## config.mk

```make
export PLATFORM = sky130hd
export DESIGN_NAME = vram_arbiter
export DESIGN_NICKNAME = d
export VERILOG_FILES = /design/src/rtl/vga_pkg.sv /design/src/rtl/rr_arbiter_2.sv /design/src/rtl/vram_arbiter.sv
export SDC_FILE = /design/constraint.sdc
export NUM_CORES = 1
export LEC_CHECK = 0
export ABC_AREA = 1
export ABC_CLOCK_PERIOD_IN_PS = 1400
export CORE_ASPECT_RATIO = 0.5
export CORE_MARGIN = 5
export CORE_UTILIZATION = 62
export CTS_BUF_LIST = sky130_fd_sc_hd__clkbuf_16
export DETAILED_ROUTE_END_ITERATION = 6
export DONT_BUFFER_PORTS = 1
export GPL_TIMING_DRIVEN = 0
export PLACE_DENSITY_LB_ADDON = 0.1
export SLEW_MARGIN = 15
export SYNTH_ARGS = -nofsm -noshare
export SYNTH_HDL_FRONTEND = slang
export SYNTH_SLANG_ARGS = --single-unit
```

## constraint.sdc

```tcl
create_clock -name clock -period 1.4 [get_ports clock]
set_input_delay 0.28 -clock clock [delete_from_list [all_inputs] [get_ports clock]]
set_output_delay 0.28 -clock clock [all_outputs]
set_load 0.01 [all_outputs]
```

## src/rtl/vga_pkg.sv

```systemverilog
// Shared VGA / VRAM definitions: timing constants, RAM geometry and the
// owner tag that travels down the arbiter's read pipeline.
package vga_pkg;

    localparam int H_VISIBLE   = 640;
    localparam int H_TOTAL     = 800;
    localparam int V_VISIBLE   = 480;
    localparam int V_TOTAL     = 525;

    localparam int VRAM_ADDR_W = 16;
    localparam int VRAM_DATA_W = 8;

    // Cycles from the arbitration decision to read data on ram_rdata.
    localparam int RD_LAT      = 2;

    // Who owns a RAM slot.
    typedef enum logic [1:0] {
        IDLE = 2'd0,
        DISP = 2'd1,
        C0   = 2'd2,
        C1   = 2'd3
    } owner_e;

    // One-hot client vector for an owner tag (zero for IDLE/DISP).
    function automatic logic [1:0] owner_to_client(input owner_e o);
        logic [1:0] v;
        v = 2'b00;
        if (o == C0) v[0] = 1'b1;
        if (o == C1) v[1] = 1'b1;
        return v;
    endfunction

endpackage

```

## src/rtl/rr_arbiter_2.sv

```systemverilog
// Two-way round-robin picker. A client whose grant is currently high is
// masked out so a request held into its grant cycle is not served twice.
module rr_arbiter_2 (
    input  logic       clock,
    input  logic       reset,
    input  logic       en,
    input  logic [1:0] req,
    input  logic [1:0] mask,
    output logic [1:0] grant
);

    logic       last_q, last_d;
    logic [1:0] elig;

    // Pick a client: single eligible wins, both eligible alternates on last.
    always_comb begin
        elig  = req & ~mask;
        grant = 2'b00;
        if (en) begin
            case (elig)
                2'b01:   grant = 2'b01;
                2'b10:   grant = 2'b10;
                2'b11:   grant = last_q ? 2'b01 : 2'b10;
                default: grant = 2'b00;
            endcase
        end
    end

    // Remember the last client served; only a real grant moves it.
    always_comb begin
        last_d = last_q;
        if (grant != 2'b00) last_d = grant[1];
    end

    // Pointer register.
    always_ff @(posedge clock or posedge reset) begin
        if (reset) last_q <= 1'b0;
        else       last_q <= last_d;
    end

endmodule

```

## src/rtl/vram_arbiter.sv

```systemverilog
// Single-port VRAM arbiter: display scanout reads have absolute priority,
// two game-logic clients share the remaining (or blanking-only) slots
// round-robin. The RAM command is registered; read ownership rides a
// two-stage tag pipeline so ram_rdata is steered to the right consumer.
module vram_arbiter
    import vga_pkg::*;
#(
    parameter int ADDR_W     = VRAM_ADDR_W,
    parameter int DATA_W     = VRAM_DATA_W,
    parameter bit BLANK_ONLY = 1'b1
) (
    input  logic              clock,
    input  logic              reset,
    input  logic              pixelClock,
    input  logic              state,
    input  logic [ADDR_W-1:0] disp_addr,
    output logic              disp_valid,
    input  logic [1:0]        req,
    input  logic [1:0]        we,
    input  logic [ADDR_W-1:0] addr0,
    input  logic [ADDR_W-1:0] addr1,
    input  logic [DATA_W-1:0] wdata0,
    input  logic [DATA_W-1:0] wdata1,
    output logic [1:0]        gnt,
    output logic [1:0]        rvalid,
    output logic              ram_en,
    output logic              ram_we,
    output logic [ADDR_W-1:0] ram_addr,
    output logic [DATA_W-1:0] ram_wdata,
    input  logic [DATA_W-1:0] ram_rdata
);

    logic              disp_cyc;
    logic              slot_ok;
    logic [1:0]        pick;
    owner_e            own_d;

    logic              ram_en_q,    ram_en_d;
    logic              ram_we_q,    ram_we_d;
    logic [ADDR_W-1:0] ram_addr_q,  ram_addr_d;
    logic [DATA_W-1:0] ram_wdata_q, ram_wdata_d;
    logic [1:0]        gnt_q,       gnt_d;

    // Read-owner pipeline: [0] is the command on the RAM port, [1] is the
    // cycle its data shows on ram_rdata. Writes and idle slots carry IDLE.
    owner_e            rd_pipe_q [RD_LAT];
    owner_e            rd_pipe_d [RD_LAT];

    // Slot classification for this cycle; uses the live state input.
    always_comb begin
        disp_cyc = pixelClock && state;
        slot_ok  = !disp_cyc && (!BLANK_ONLY || !state);
    end

    rr_arbiter_2 u_rr (
        .clock (clock),
        .reset (reset),
        .en    (slot_ok),
        .req   (req),
        .mask  (gnt_q),
        .grant (pick)
    );

    // Priority mux: display, then the round-robin client, else idle.
    // Address/data hold when idle to avoid needless toggling on the RAM bus.
    always_comb begin
        own_d       = IDLE;
        ram_en_d    = 1'b0;
        ram_we_d    = 1'b0;
        ram_addr_d  = ram_addr_q;
        ram_wdata_d = ram_wdata_q;
        if (disp_cyc) begin
            own_d      = DISP;
            ram_en_d   = 1'b1;
            ram_addr_d = disp_addr;
        end else if (pick[0]) begin
            own_d       = C0;
            ram_en_d    = 1'b1;
            ram_we_d    = we[0];
            ram_addr_d  = addr0;
            ram_wdata_d = wdata0;
        end else if (pick[1]) begin
            own_d       = C1;
            ram_en_d    = 1'b1;
            ram_we_d    = we[1];
            ram_addr_d  = addr1;
            ram_wdata_d = wdata1;
        end
        gnt_d = owner_to_client(own_d);
    end

    // Advance the read-owner tags; only reads produce data to steer.
    always_comb begin
        rd_pipe_d[0] = (ram_we_d || own_d == IDLE) ? IDLE : own_d;
        for (int s = 1; s < RD_LAT; s++) rd_pipe_d[s] = rd_pipe_q[s-1];
    end

    // Command registers, grant pulse and tag pipeline; reset drops in-flight reads.
    always_ff @(posedge clock or posedge reset) begin
        if (reset) begin
            ram_en_q    <= 1'b0;
            ram_we_q    <= 1'b0;
            ram_addr_q  <= '0;
            ram_wdata_q <= '0;
            gnt_q       <= 2'b00;
            for (int s = 0; s < RD_LAT; s++) rd_pipe_q[s] <= IDLE;
        end else begin
            ram_en_q    <= ram_en_d;
            ram_we_q    <= ram_we_d;
            ram_addr_q  <= ram_addr_d;
            ram_wdata_q <= ram_wdata_d;
            gnt_q       <= gnt_d;
            for (int s = 0; s < RD_LAT; s++) rd_pipe_q[s] <= rd_pipe_d[s];
        end
    end

    // ram_rdata is the shared read bus; the valids say who it belongs to.
    always_comb begin
        ram_en     = ram_en_q;
        ram_we     = ram_we_q;
        ram_addr   = ram_addr_q;
        ram_wdata  = ram_wdata_q;
        gnt        = gnt_q;
        disp_valid = (rd_pipe_q[RD_LAT-1] == DISP);
        rvalid     = owner_to_client(rd_pipe_q[RD_LAT-1]);
    end

    // Data is forwarded unregistered; the arbiter itself never inspects it.
    logic unused_rdata;
    assign unused_rdata = ^ram_rdata;

endmodule
```

# After elaboration in Yosys (flattened, before gate mapping)
# Index checks and enable logic that the tools add are counted.
# Widths: inputs -> output; s select.
totals:
  input_bits: 80
  out_inout_bits: 31
  regBits: 33
  wordCells: 50
classes:
  reduce_logical: 9
  muxes: 22
  eq_ne: 8
  bitwise: 3
op_table:
  columns: ["op", "count"]
  rows:
  - ["$mux 16", 3]
  - ["$mux 8", 2]
  - ["$eq 2x2->1 const B", 6]
  - ["$mux 2", 6]
  - ["$mux 1", 10]
  - ["$pmux 2 s3", 1]
  - ["$eq 2x1->1 const B", 2]
  - ["$reduce_bool 3->1", 1]
  - ["$and 2x2->2", 1]
  - ["$logic_and 1x1->1", 2]
  - ["$logic_not 1->1", 2]
  - ["$logic_not 2->1", 1]
  - ["$not 2->2", 1]
  - ["$reduce_and 2->1", 1]
  - ["$reduce_bool 2->1", 1]
  - ["$logic_or 1x1->1", 1]
  - ["$not 1->1", 1]

# Longest topological paths before layout
logic_depth:
  ltp_word: 11
  mapped_depth: 9
  mapped_depth_nobuf: 8

# By module
# A second synthesis with hierarchy kept.
unflattened:
  cells_unflattened: 249
  area_unflattened_um2: 1780.5
by_module_without_submodules:
  columns: ["module", "seq_area_each_um2", "cells_each", "n_inst", "area_each_um2"]
  rows:
  - ["vram_arbiter", 800.8, 234, 1, 1695.4]
  - ["rr_arbiter_2", 25.0, 15, 1, 85.1]

# Worst setup path after synthesis
# No wires, ideal clock.
synth_timing:
  kind: "flip-flop to flip-flop"
  from: "register gnt_q[0] (netlist: gnt[0])"
  to: "register ram_wdata_q[0] (netlist: ram_wdata[0])"
  arrival_ns: 1.211
  required_ns: 1.276
  path_slack_ns: 0.066
  synth_period_minus_slack_ns: 1.334
  setup_ns: 0.124
  path_stages_with_launch: 7
  path_buffers: 1
  cell_sequence: "dfrtp_1 inv_1 nand2_2 a21oi_4 buf_2 nor2_1 o21bai_1"
synth_between:
  elab_chain_cells: 7
  word_cells_on_any_way: 10
  cone_classes: "3 x eq/ne; 3 x mux; 2 x bitwise; 2 x reduce/logical"
synth_lines:
  columns: ["item", "line_no", "source"]
  rows:
  - ["start, declared", "vram_arbiter.sv:42", "logic [1:0] gnt_q, gnt_d;"]
  - ["start signal, assigned", "vram_arbiter.sv:112", "gnt_q <= gnt_d;"]
  - ["$not 2->2 (*)", "rr_arbiter_2.sv:17", "elig = req & ~mask;"]
  - ["$and 2x2->2 (*)", "rr_arbiter_2.sv:17", null]
  - ["$eq 2x2->1 / $eq 2x1->1 (equally long branches)", "rr_arbiter_2.sv:20", "case (elig)"]
  - ["$pmux 2 s3 (*)", "rr_arbiter_2.sv:20", null]
  - ["$mux 2 (*)", "rr_arbiter_2.sv:19", "if (en) begin"]
  - ["$reduce_bool 2->1 (no line)", null, null]
  - ["$reduce_and 2->1 (no line)", null, null]
  - ["end signal, assigned", "vram_arbiter.sv:111", "ram_wdata_q <= ram_wdata_d;"]
  - ["end, declared", "vram_arbiter.sv:41", "logic [DATA_W-1:0] ram_wdata_q, ram_wdata_d;"]
# Mark *: on every way between the ends. The rest lies on a longest branch, timed or not.
# A chain may end at the register's enable or synchronous reset.

# Worst setup path after layout
layout_timing:
  from: "register gnt_q[1] (netlist: gnt[1])"
  to: "register ram_wdata_q[1] (netlist: ram_wdata[1])"
# The elaborated chain is that of the path after synthesis.

==> qor.csv <==
metric;value;unit
critPathKind;flop to flop;
io_buffers;0;
p_int;0.00213;W
peakVddDrop;0.000818;V
drt-met1-wl;1880;microns
num_vias;1600;
async_flop_share;100;%
grt_setup_unrepaired;yes;
reg2regPathDepth;6;
stdcell_count;295;
dieArea;4140;sq um
drt.antenna.violating_nets;0;
synth_compound_area_share;7.04;%
drv_cap;0;
ys_seq_area_share;46.0;%
dr.first_iter.drc_count;77;
antenna_found_initial;0;
yosys.cell_count.top_type;nand2_1;
slowest_stage;dfrtp_1;
synthSimpleGateAreaFrac;37.0;%
rows;13;
grt.overflow.total;0;
cts_tree;yes;
cp.arrival;1.49;ns
drtPass1Iterations;4;
synth_edf_count;0;
path_clk_slew;0.05;ns
status;complete, but fails checks;
drive_above_1_share;16.3;%
r2r_start;gnt[1]$_DFF_PP0_;
diodes;0;
clock_skew;0.00127;ns
ioPinCount;111;
worstMarginPinSlew;0.681;ns
synth_area;1790;sq um
hpwl;3410;microns
synth_flop_cell;dfrtp_1;
synthXorXnorAreaFrac;0;%
ys.warnings.count;0;
start_util;66.9;%
met3_length;511;microns
power_frac_comb;16.3;%
fmax;753;MHz
ys_top_cells_by_count;84 x nand2_1, 33 x dfrtp_1, 32 x nand3_1;
p_clk_share;41.9;%
grt_max_degree;34;
power_density;1430;nW/um^2
fill_cells;201;
end_kind;flop;
htreeDepth;2;
synth.top_cell.area_share;46.0;%
final_nets;337;
dp_cells;280;
place_area;1840;sq um
pwr-share-seq;41.8;%
finalCriticalPeriod;1.33;ns
slew_viol_final;0;
seq_area;826;sq um
drt_wl_total;4650;microns
p_switching;0.000874;W
worstPathCellList;inv_2 > nand2_4 > a21oi_4 > buf_4 > nor2_1 > o21bai_1;
slew_headroom;54.5;%
clkLatencyLatePin;0.28;ns
fin_crit_sh;94.8;%
cts_buffer_depth;2;
yosysTopAreaCell;dfrtp_1;
fin_tns_setup;0;ns
setup_violations;0;
hold_violations;33;
detail_route.wl_per_cell;15.8;microns
die_x;86.1;microns
setup.reg_to_reg.worst_slack;0.07;ns
critPathMaxStageDelay;0.42;ns
place_congestion;0.795;
synth-adder-area-share;0;%
cp-start-kind;flop;
synth_mux_area_share;0;%
swShare;29.1;%
design.core.area;2680;sq um
top_layer;met4;
cts-root-buf;clkbuf_16;
synth.net_count;323;
track_usage;22.4;%
yosys-top-cells-area;dfrtp_1 46%, nand2_1 18%, nand3_1 8.9%;
multi_input_area;816;sq um
die_h;48.0;microns
syn_area_per_cell;7.38;sq um
violations;negative hold slack;
required;1.56;ns
ys_ff_latch;33;
hold_class;input pin to async pin;
grt_first_pass_wirelength;6870;microns
stdcell_area;2110;sq um
syn2layout_area_growth;17.4;%
syn_inst;243;
path_max_fanout;10;
whs;-0.0176;ns
cts_buffers;5;
p_leak;1.14;nW
drc;0;
r2r_end;ram_wdata[1]$_DFFE_PP0P_;
synth_cell_types;21;
cts.sinks;33;
wl_met2;2240;microns
grt_pass1_vias;1493;
synth_top_family_by_area;simple AND/OR/NAND/NOR gates;
routed_via_density;5.42;
## metal layers
layer	global-route usage (%)	up-vias
met1	25.6	755
met2	39.2	68
met3	9.62	3
met5	0	-
li1	-	774
met4	7.57	0
## worst max path at each step
stage	startpoint	endpoint	slack, ns	cells after the start
detailed placement	gnt[0]$_DFF_PP0_	ram_wdata[1]$_DFFE_PP0P_	-0.11	6
CTS	gnt[1]$_DFF_PP0_	ram_wdata[1]$_DFFE_PP0P_	0.01	6
global placement	gnt[0]$_DFF_PP0_	ram_wdata[1]$_DFFE_PP0P_	-0.11	6
global route	gnt[0]$_DFF_PP0_	ram_addr[10]$_DFFE_PP0P_	-0.04	9
floorplan	gnt[0]$_DFF_PP0_	ram_wdata[0]$_DFFE_PP0P_	0.07	6
finish	gnt[1]$_DFF_PP0_	ram_wdata[1]$_DFFE_PP0P_	0.07	6
## cell type report
class,count,share of cell area [%]
Clock buffer,5,5.94
Timing Repair Buffer,7,2.85
Inverter,28,5.23
Clock inverter,3,2.20
Tap cell,37,2.20
Sequential cell,33,39.2
Buffer,9,3.68
Multi-Input combinational cell,173,38.7
## flip-flops by register name, indices dropped and copies added, names as in the netlist
name	flops
gnt	2
ram_addr	16
ram_en	1
ram_wdata	8
ram_we	1
rd_pipe_d	2
rd_pipe_q	2
u_rr.last_q	1
## timing repair
action                     in CTS  in global routing
setup endpoints to repair      23                 25
setup buffers                   5                  2
gates resized for setup         2                 16
hold buffers                    0                  0
gates cloned                    0                  0
pin swaps                       3                  3
## logic make-up after synthesis
group | after synthesis
and+or+nand+nor | 154
buffers and inverters | 37
DFF | 33
AOI/OAI and AO/OA | 19
## worst max-delay path, delay by kind of cell, from the launching register on
family	cells	cell delay (ns)
flops	1	0.42
buf+inv	2	0.33
simple gates	2	0.11
compound gates	2	0.35
## power by group through the flow
| stage | Combinational (W) | Clock [W] | Sequential (W) |
|---|---|---|---|
| floorplan | 0.000363 | 0 | 0.00124 |
| global placement | 0.000424 | 0 | 0.00128 |
| detailed placement | 0.000446 | 0 | 0.00127 |
| CTS | 0.000467 | 0.00126 | 0.00126 |
| global route | 0.000556 | 0.00130 | 0.00128 |
| finish | 0.000490 | 0.00126 | 0.00126 |
## cell usage in the layout, fill, tap and decap left out
master,count
clkbuf_16,5
nor2_1,27
bufinv_16,1
nor2_4,2
dfrtp_1,33
nor2_2,5
clkinvlp_4,1
nand3_4,1
inv_6,1
clkinv_4,1
o21bai_1,8
buf_6,6
nand3_1,32
clkbuf_4,1
nand2_4,4
o21ai_1,5
inv_2,4
o21ai_0,5
nand2_1,83
inv_1,23
buf_4,7
a21oi_4,1
buf_2,2
## stage by stage
step | total power, W | util (%) | worst slack (ns) | hold WS [ns]
2_1_floorplan | 0.00161 | - | 0.0658 | 0.331
3_3_place_gp | 0.00170 | 68.6 | -0.114 | 0.331
3_5_place_dp | 0.00172 | 68.6 | -0.115 | 0.308
4_1_cts | 0.00299 | 76.6 | 0.0138 | 0.00731
5_1_grt | 0.00314 | 78.5 | -0.0375 | 0.0459
6_report | 0.00301 | 78.5 | 0.0724 | -0.0176
Note: power is estimated with default switching activity, not from simulation.
